`config.mk`:
```
export PLATFORM = sky130hd
export DESIGN_NAME = bus_cycle_tracker_flat
export DESIGN_NICKNAME = d
export VERILOG_FILES = /design/src/rtl/bus_pkg.sv /design/src/rtl/bus_cycle_tracker_if.sv /design/src/rtl/txn_fifo.sv /design/src/rtl/bus_cycle_tracker.sv /design/src/flat_wrapper.sv
export SDC_FILE = /design/constraint.sdc
export NUM_CORES = 1
export LEC_CHECK = 0
export BUFFER_PORTS_ARGS = -buffer_cell sky130_fd_sc_hd__buf_4
export CORE_ASPECT_RATIO = 1.4
export CORE_MARGIN = 1
export CORE_UTILIZATION = 29
export CTS_CLUSTER_SIZE = 12
export DETAILED_ROUTE_END_ITERATION = 8
export HOLD_SLACK_MARGIN = 0.06
export PLACE_DENSITY_LB_ADDON = 0.08
export RECOVER_POWER = 25
export SYNTH_ARGS = -nofsm -noshare
export SYNTH_HDL_FRONTEND = slang
export SYNTH_SLANG_ARGS = --single-unit
```
`constraint.sdc`:
```
create_clock -name CLK -period 14.7 [get_ports CLK]
set_input_delay 0.735 -clock CLK [delete_from_list [all_inputs] [get_ports CLK]]
set_output_delay 0.735 -clock CLK [all_outputs]
set_load 0.01 [all_outputs]
```
`src/rtl/bus_pkg.sv`:
```
// Shared types for the 8088 bus-cycle tracker: FSM states, transaction record
// and the chip-select decode helper.
package bus_pkg;

   localparam int unsigned ADDR_W     = 20;
   localparam int unsigned DATA_W     = 8;
   localparam int unsigned ADDR_IDX_W = $clog2(ADDR_W);

   typedef enum logic [2:0] {
      IDLE,
      ADDR,
      STROBE_RD,
      STROBE_WR,
      PUSH
   } state_t;

   typedef enum logic [1:0] {
      KIND_MEM_RD = 2'b00,
      KIND_MEM_WR = 2'b01,
      KIND_IO_RD  = 2'b10,
      KIND_IO_WR  = 2'b11
   } txn_kind_t;

   typedef struct packed {
      logic [ADDR_W-1:0] addr;
      logic [DATA_W-1:0] data;
      txn_kind_t         kind;
   } txn_rec_t;

   // {io_hi, io_lo, mem_hi, mem_lo} for a latched address and cycle type
   function automatic logic [3:0] cs_decode(input logic [ADDR_W-1:0] a,
                                            input logic              iom,
                                            input int unsigned       mem_bit,
                                            input int unsigned       io_bit);
      logic mem_hi;
      logic io_hi;
      mem_hi = a[ADDR_IDX_W'(mem_bit)];
      io_hi  = a[ADDR_IDX_W'(io_bit)];
      return {iom & io_hi, iom & ~io_hi, ~iom & mem_hi, ~iom & ~mem_hi};
   endfunction

endpackage

```
`src/rtl/bus_cycle_tracker_if.sv`:
```
// Processor-pin and transaction-consumer signals of the bus-cycle tracker.
interface bus_cycle_tracker_if;
   import bus_pkg::*;

   logic              ALE;
   logic              IOM;
   logic              RD_n;
   logic              WR_n;
   logic [11:0]       A;
   logic [7:0]        AD;
   logic [ADDR_W-1:0] Address;
   logic [3:0]        cs;
   logic              txn_valid;
   logic              txn_ready;
   logic [ADDR_W-1:0] txn_addr;
   logic [DATA_W-1:0] txn_data;
   logic [1:0]        txn_kind;
   logic              overflow;

   modport master (
      output ALE, IOM, RD_n, WR_n, A, AD, txn_ready,
      input  Address, cs, txn_valid, txn_addr, txn_data, txn_kind, overflow
   );

   modport slave (
      input  ALE, IOM, RD_n, WR_n, A, AD, txn_ready,
      output Address, cs, txn_valid, txn_addr, txn_data, txn_kind, overflow
   );

endinterface

```
`src/rtl/txn_fifo.sv`:
```
// Show-ahead FIFO of transaction records; a push while full is accepted only
// when a pop frees a slot in the same cycle.
module txn_fifo
   import bus_pkg::*;
#(
   parameter int unsigned DEPTH  = 4,
   parameter type         elem_t = txn_rec_t
) (
   input  logic                   CLK,
   input  logic                   RESET,
   input  logic                   push,
   input  elem_t                  din,
   output logic                   full,
   input  logic                   pop,
   output elem_t                  dout,
   output logic                   empty,
   output logic [$clog2(DEPTH):0] count
);

   localparam int unsigned PTR_W = $clog2(DEPTH);
   localparam int unsigned CNT_W = PTR_W + 1;

   elem_t              mem [DEPTH];
   logic [PTR_W-1:0]   wr_ptr;
   logic [PTR_W-1:0]   rd_ptr;
   logic [CNT_W-1:0]   cnt_q;
   logic               do_push;
   logic               do_pop;

   assign empty   = (cnt_q == '0);
   assign full    = (cnt_q == CNT_W'(DEPTH));
   assign count   = cnt_q;
   assign dout    = mem[rd_ptr];
   assign do_pop  = pop & ~empty;
   assign do_push = push & (~full | do_pop);

   always_ff @(posedge CLK or posedge RESET) begin
      if (RESET) begin
         wr_ptr <= '0;
         rd_ptr <= '0;
         cnt_q  <= '0;
         for (int unsigned i = 0; i < DEPTH; i++) begin
            mem[i] <= '0;
         end
      end else begin
         if (do_push) begin
            mem[wr_ptr] <= din;
            wr_ptr      <= wr_ptr + PTR_W'(1);
         end
         if (do_pop) begin
            rd_ptr <= rd_ptr + PTR_W'(1);
         end
         case ({do_push, do_pop})
            2'b10:   cnt_q <= cnt_q + CNT_W'(1);
            2'b01:   cnt_q <= cnt_q - CNT_W'(1);
            default: cnt_q <= cnt_q;
         endcase
      end
   end

endmodule

```
`src/rtl/bus_cycle_tracker.sv`:
```
// Latches the 8088 multiplexed address, decodes chip selects and records each
// completed read/write into a FIFO for a ready/valid consumer.
module bus_cycle_tracker
   import bus_pkg::*;
#(
   parameter int unsigned FIFO_DEPTH  = 4,
   parameter int unsigned MEM_SEL_BIT = 19,
   parameter int unsigned IO_SEL_BIT  = 15
) (
   input  logic                CLK,
   input  logic                RESET,
   bus_cycle_tracker_if.slave  bus
);

   localparam int unsigned CNT_W = $clog2(FIFO_DEPTH) + 1;

   state_t            state;
   logic [ADDR_W-1:0] addr_q;
   logic              iom_q;
   logic [3:0]        cs_q;
   logic [DATA_W-1:0] data_q;
   txn_kind_t         kind_q;
   logic              overflow_q;

   logic              fifo_push;
   logic              fifo_full;
   logic              fifo_empty;
   logic              fifo_pop_ok;
   logic [CNT_W-1:0]  fifo_count;
   txn_rec_t          push_rec;
   txn_rec_t          head;

   assign fifo_push   = (state == PUSH);
   assign fifo_pop_ok = bus.txn_ready & ~fifo_empty;
   assign push_rec    = '{addr: addr_q, data: data_q, kind: kind_q};

   // Address/IOM latch, chip-select decode and the per-cycle FSM
   always_ff @(posedge CLK or posedge RESET) begin
      if (RESET) begin
         state      <= IDLE;
         addr_q     <= '0;
         iom_q      <= 1'b0;
         cs_q       <= '0;
         data_q     <= '0;
         kind_q     <= KIND_MEM_RD;
         overflow_q <= 1'b0;
      end else begin
         if (bus.ALE) begin
            addr_q <= {bus.A, bus.AD};
            iom_q  <= bus.IOM;
            cs_q   <= cs_decode({bus.A, bus.AD}, bus.IOM, MEM_SEL_BIT, IO_SEL_BIT);
         end else if (state == PUSH) begin
            cs_q <= '0;
         end

         if (fifo_push && fifo_full && !fifo_pop_ok) begin
            overflow_q <= 1'b1;
         end

         case (state)
            IDLE: begin
               if (bus.ALE) state <= ADDR;
            end
            // Both strobes low is a protocol error and is recorded as a write
            ADDR: begin
               if (!bus.WR_n) begin
                  state  <= STROBE_WR;
                  data_q <= bus.AD;
                  kind_q <= iom_q ? KIND_IO_WR : KIND_MEM_WR;
               end else if (!bus.RD_n) begin
                  state  <= STROBE_RD;
                  data_q <= bus.AD;
                  kind_q <= iom_q ? KIND_IO_RD : KIND_MEM_RD;
               end
            end
            STROBE_RD: begin
               if (!bus.RD_n) data_q <= bus.AD;
               else           state  <= PUSH;
            end
            STROBE_WR: begin
               if (!bus.WR_n) data_q <= bus.AD;
               else           state  <= PUSH;
            end
            PUSH: begin
               state <= bus.ALE ? ADDR : IDLE;
            end
            default: state <= IDLE;
         endcase
      end
   end

   txn_fifo #(
      .DEPTH  (FIFO_DEPTH),
      .elem_t (txn_rec_t)
   ) u_fifo (
      .CLK   (CLK),
      .RESET (RESET),
      .push  (fifo_push),
      .din   (push_rec),
      .full  (fifo_full),
      .pop   (bus.txn_ready),
      .dout  (head),
      .empty (fifo_empty),
      .count (fifo_count)
   );

   assign bus.Address   = addr_q;
   assign bus.cs        = cs_q;
   assign bus.overflow  = overflow_q;
   assign bus.txn_valid = (fifo_count != '0);
   assign bus.txn_addr  = head.addr;
   assign bus.txn_data  = head.data;
   assign bus.txn_kind  = 2'(head.kind);

endmodule

```
`src/flat_wrapper.sv`:
```
// flat-port wrapper written by rule: the top's interface ports become plain ports
module bus_cycle_tracker_flat import bus_pkg::*;
#(
   parameter int unsigned FIFO_DEPTH  = 4,
   parameter int unsigned MEM_SEL_BIT = 19,
   parameter int unsigned IO_SEL_BIT  = 15
)
  (CLK, RESET, bus_ALE, bus_IOM, bus_RD_n, bus_WR_n, bus_A, bus_AD, bus_txn_ready, bus_Address, bus_cs, bus_txn_valid, bus_txn_addr, bus_txn_data, bus_txn_kind, bus_overflow);
  bus_cycle_tracker_if bus_i ();
  input  logic CLK;
  input  logic RESET;
  input wire logic [$bits(bus_i.ALE)-1:0] bus_ALE;
  input wire logic [$bits(bus_i.IOM)-1:0] bus_IOM;
  input wire logic [$bits(bus_i.RD_n)-1:0] bus_RD_n;
  input wire logic [$bits(bus_i.WR_n)-1:0] bus_WR_n;
  input wire logic [$bits(bus_i.A)-1:0] bus_A;
  input wire logic [$bits(bus_i.AD)-1:0] bus_AD;
  input wire logic [$bits(bus_i.txn_ready)-1:0] bus_txn_ready;
  output wire logic [$bits(bus_i.Address)-1:0] bus_Address;
  output wire logic [$bits(bus_i.cs)-1:0] bus_cs;
  output wire logic [$bits(bus_i.txn_valid)-1:0] bus_txn_valid;
  output wire logic [$bits(bus_i.txn_addr)-1:0] bus_txn_addr;
  output wire logic [$bits(bus_i.txn_data)-1:0] bus_txn_data;
  output wire logic [$bits(bus_i.txn_kind)-1:0] bus_txn_kind;
  output wire logic [$bits(bus_i.overflow)-1:0] bus_overflow;
  assign bus_i.ALE = bus_ALE;
  assign bus_i.IOM = bus_IOM;
  assign bus_i.RD_n = bus_RD_n;
  assign bus_i.WR_n = bus_WR_n;
  assign bus_i.A = bus_A;
  assign bus_i.AD = bus_AD;
  assign bus_i.txn_ready = bus_txn_ready;
  assign bus_Address = bus_i.Address;
  assign bus_cs = bus_i.cs;
  assign bus_txn_valid = bus_i.txn_valid;
  assign bus_txn_addr = bus_i.txn_addr;
  assign bus_txn_data = bus_i.txn_data;
  assign bus_txn_kind = bus_i.txn_kind;
  assign bus_overflow = bus_i.overflow;
  bus_cycle_tracker #(.FIFO_DEPTH(FIFO_DEPTH), .MEM_SEL_BIT(MEM_SEL_BIT), .IO_SEL_BIT(IO_SEL_BIT)) u_core (.CLK(CLK), .RESET(RESET), .bus(bus_i));
endmodule
```
Word level (Yosys, flattened, before mapping)
Cells that the tools add are included.
W data, S select, Z words.
{"block": "totals", "regBits": 166, "inputBits": 27, "output_inout_bits": 56}
{"block": "op_classes", "n_addsub": 4, "order_cmp": 3, "n_eq_ne": 13, "n_mux": 24, "bitwise_logic": 14, "n_reduce_logical": 13}
{"operator": "$bwmux W120", "n": 1}
{"operator": "$mux W30", "n": 3}
{"operator": "$bmux W30 S2", "n": 1}
{"operator": "$demux W30 S2", "n": 1}
{"operator": "$mux W8", "n": 3}
{"operator": "$pmux W8 S3", "n": 1}
{"operator": "$mux W3", "n": 5}
{"operator": "$pmux W3 S5", "n": 1}
{"operator": "$ne A2 B2 Y1 const B", "n": 5}
{"operator": "$mux W2", "n": 4}
{"operator": "$mux W4", "n": 2}
{"operator": "$and A1 B1 Y1", "n": 6}
{"operator": "$eq A3 B2 Y1 const B", "n": 2}
{"operator": "$eq A3 B3 Y1 const B", "n": 2}
{"operator": "$ge A3 B3 Y1 const B", "n": 2}
{"operator": "$logic_not A3 Y1", "n": 2}
{"operator": "$not A2 Y3", "n": 2}
{"operator": "$pmux W3 S2", "n": 1}
{"operator": "$reduce_bool A3 Y1", "n": 2}
{"operator": "$not A1 Y1", "n": 5}
{"operator": "$add A2 B1 Y2 const B", "n": 2}
{"operator": "$reduce_and A2 Y1", "n": 2}
{"operator": "$reduce_and A4 Y1", "n": 1}
{"operator": "$reduce_bool A2 Y1", "n": 2}
{"operator": "11 further kinds", "n": 13}

Depth between registers and ports, before layout
{"block": "depth", "word_depth": 7, "depth_mapped": 8, "mapped_depth_nobuf": 7}

Cells and area by module
Synthesis repeated with hierarchy kept, for this count alone.
{"block": "unflattened", "cells_unflattened": 489, "hier_area_um2": 7464.7}
{"mod": "txn_fifo", "n_inst": 1, "cells_each": 331, "area_each_um2": 5637.9, "seq_area_each_um2": 3178.0}
{"mod": "bus_cycle_tracker", "n_inst": 1, "cells_each": 158, "area_each_um2": 1826.8, "seq_area_each_um2": 975.9}

Worst setup path after synthesis
Ideal clock, no wire load.
{"block": "synth_timing", "kind": "reg-to-output", "start": "reg u_core.u_fifo.rd_ptr[0]", "end": "out bus_txn_addr[10]", "arrival_time_ns": 1.663, "setup_slack_ns": 12.302, "stages_incl_launch_ff": 4, "path_buffers": 2, "cell_sequence": "dfrtp_1 clkbuf_1 buf_1 mux4_2"}
{"block": "synth_between", "elab_chain_cells": 4}
{"element": "start: declaration", "line": "txn_fifo.sv:25", "rtl": "logic [PTR_W-1:0] rd_ptr;"}
{"element": "start signal: assignment", "line": "txn_fifo.sv:51", "rtl": "rd_ptr <= rd_ptr + PTR_W'(1);"}
{"element": "$not A2 Y3 (not written as such)", "line": "txn_fifo.sv:33", "rtl": "assign dout = mem[rd_ptr];"}
{"element": "$bmux W30 S2", "line": "txn_fifo.sv:33"}
{"element": "$mux W30 (not written as such) (2 in a row)", "line": "txn_fifo.sv:33"}
{"element": "end: declaration", "line": "flat_wrapper.sv:22", "rtl": "output wire logic [$bits(bus_i.txn_addr)-1:0] bus_txn_addr;"}
No other way between the ends. The select of a mux whose other input is x is not followed.

==> results.yml <==
cells_and_area:
  area_delta_synth_final_pct: 16.97
  n_fill_cell: 2509
  seq_area_um2: 4156
  final_nets: 544
  drive_above_1_share_pct: 58.10
  diodes: 0
  multi_input_area_um2: 3237
detailed_routing:
  viasPerCell: 4.591
  drtIter0Drc: 130
  dr.pass1.iters: 4
  drc: 0
  ant_nets: 0
  vias: 3898
  wl_um: 17380
  wl_per_cell_um: 20.47
place:
  pre_cts_ws_ns: 12.01
  gp_congestion: 0.6870
  io_buffer_count: 82
  post-dp-hpwl_um: 10420
logic_synthesis:
  yosys.area_share.simple_pct: 2.605
  postSynth.asyncResetShare_pct: 100.0
  synthAdderAreaFrac_pct: 0.9060
  synth_nets: 465
  netlist.area_leader.share_pct: 53.71
  ys_types: 34
  ys_seq_area_share_pct: 53.71
  ys_ff_latch: 166
  yosysWarnings: 0
  ys_top_cells_by_area: "dfrtp_1 (54%), mux2_4 (23%), mux4_2 (8.7%)"
  synth-edff-count: 0
  synth_common_cells: "dfrtp_1 (166), mux2_4 (120), mux2_2 (30), mux4_2 (30), buf_12 (12)"
  synth_top_family_by_area: "multiplexers"
  synth_area_um2: 7734
  synthCells: 433
  syn_area_per_cell_um2: 17.86
  yosysMostFrequentCell: "dfrtp_1"
  synthFlopType: "dfrtp_1"
  synth_mux_area_share_pct: 36.66
  synth_compound_area_share_pct: 1.310
  synth_area_leader_cell: "dfrtp_1"
  synth-xor-area-share_pct: 0.5663
critical_path:
  required_ns: 15.13
  r2r-end: "u_core.u_fifo.mem[82]"
  cp_num_buf_inv: 3
  crit_type: "in2async"
  cp_slowest_cell: "clkinvlp_2"
  worst_ep_arrival_time_ns: 4.75
  r2r_slack_ns: 11.95
  cpLargestDelayFamily: "buffers and inverters"
  crit_path_end_kind: "asynchronous set/reset pin"
  slowest_delay_ns: 2.79
  crit_chain: "clkbuf_4 -> clkinvlp_2 -> buf_4"
  rr_worst_depth: 4
  r2r-start: "u_core.u_fifo.count[0]"
  cp_max_fo: 112
  startpoint_type: "input port"
clock_tree:
  clock-root-buffer: "clkbuf_16"
  clk_path_buf_depth: 2
  cts_sinks: 166
  clkTransAtPathRegs_ns: 0.08
  cts_tree: "yes"
  holdBufCountCts: 0
  htree_levels: 4
  cts_setup_buffers: 0
  insertion_delay_ns: 0.45
  cts_buffers: 17
  cts_resized: 0
sta:
  worst_pin_slew_ns: 5.057
  finalHoldViolCount: 0
  report.final.slew_viol_count: 143
  fmax_mhz: 231.5
  skew_ns: 0.02275
  holdWs_ns: 0.4884
  rsz0062_at_grt: "no"
  finalSetupViolCount: 0
  tns_ns: 0
  slew_headroom_pct: -239.0
  period_needed_ns: 4.320
  post-route-period-util_pct: 29.39
  setup_slack_ns: 10.38
grt:
  track_usage_pct: 13.90
  antenna_found_initial: 0
  grt_pass1_wl_um: 27940
  overflow: 0
  grt_start_max_net_pins: 113
  grt_pass1_vias: 4498
min_path:
  hp-start: "u_core.bus.overflow"
  min_path_cells: 1
  hold_path_class: "reg2reg"
  holdPathEnd: "u_core.bus.overflow"
pwr:
  p_leak_nw: 4.505
  power_mw: 1.869
  vdd_drop_max_mv: 0.08751
  cellPowerDensity_nw_per_um2: 206.6
floorplanning:
  io_pins: 83
  die_h_um: 195.2
  core-area_um2: 26190
  rows: 70
  initial_core_util_pct: 29.53
  die-area_um2: 27330
  die_w_um: 140.0
run_status:
  status: "finished with violations"
  violations: "capacitance limit, slew limit"
job:
  cap_violations: 2
[report_power, final]
group	total (mW)	switching (mW)	internal [mW]	leakage (nW)
registers	0.777	0.153	0.623	2.12
logic	0.639	0.215	0.425	2.10
clock network	0.453	0.199	0.254	0.286
[kinds of logic (layout without fill, tap and decap cells)]
kind of cell | after synthesis | in the layout
AO/OA/AOI/OAI | 17 | 17
multiplexers | 182 | 182
AND/OR/NAND/NOR | 27 | 27
XOR/XNOR | 5 | 5
adder cells (fa/ha/maj) | 5 | 5
flip-flops | 166 | 166
buffers and inverters | 31 | 123
[sequential cells by signal (all words and copies together) (netlist names), 2 cells and up]
signal / flops
u_core.u_fifo.mem: 120
u_core.bus.Address: 20
u_core.data_q: 8
u_core.bus.cs: 4
u_core.state: 3
u_core.u_fifo.count: 3
u_core.kind_q: 2
u_core.u_fifo.rd_ptr: 2
u_core.u_fifo.wr_ptr: 2
[per-stage QoR]
step	util [%]	instances	area [um^2]
after floorplan	-	433	7734
after global placement	32.37	817	8476
after detailed placement	32.37	817	8476
after CTS	34.63	849	9069
after global routing	34.54	849	9046
final	34.54	849	9046
[final cells by class]
type,count,area share [%]
clock inverter,15,1.853
tap,324,4.481
clock buffer,17,4.703
sequential,166,45.95
timing repair buffer,84,6.929
inverter,7,0.3043
multi-input combinational,236,35.78
[placed cells by master, fill, tap and decap left out, types with 2 or more instances in the layout]
| cell | n |
|---|---|
| nand2b_1 | 2 |
| dfrtp_2 | 2 |
| a21oi_1 | 5 |
| ha_1 | 4 |
| inv_1 | 6 |
| inv_6 | 6 |
| clkbuf_16 | 17 |
| nor3b_1 | 3 |
| nand2_4 | 4 |
| mux4_2 | 30 |
| bufinv_16 | 2 |
| mux2_4 | 120 |
| dfrtp_1 | 164 |
| nor2_1 | 3 |
| xnor2_1 | 5 |
| buf_4 | 82 |
| mux2i_1 | 2 |
| o22ai_1 | 2 |
| clkinv_4 | 4 |
| nand2_1 | 7 |
| o21ai_0 | 6 |
| clkinvlp_4 | 2 |
| mux2_2 | 30 |
[per-layer routing]
metal / vias up / GRT usage (%) / part of all wire [%]
li1: 1738 / - / -
met1: 2072 / 17.10 / 44
met2: 72 / 23.85 / 52
met3: 16 / 3.114 / 2.7
met4: 0 / 4.843 / 1.3
met5: - / 0 / 0
[how the worst max path moves through the flow]
stage	cells past startpoint	slack, ns	startpoint	endpoint
2_1_floorplan	1	9.47	RESET	u_core.bus.Address[0]
3_3_place_gp	3	12.03	u_core.u_fifo.rd_ptr[0]	bus_txn_data[7]
3_5_place_dp	3	12.01	u_core.u_fifo.rd_ptr[0]	bus_txn_data[7]
4_1_cts	3	11.53	u_core.u_fifo.rd_ptr[0]	bus_txn_data[7]
5_1_grt	3	9.54	RESET	u_core.u_fifo.rd_ptr[0]
6_report	3	10.38	RESET	u_core.u_fifo.rd_ptr[0]
(Power assumes the default switching activity.)
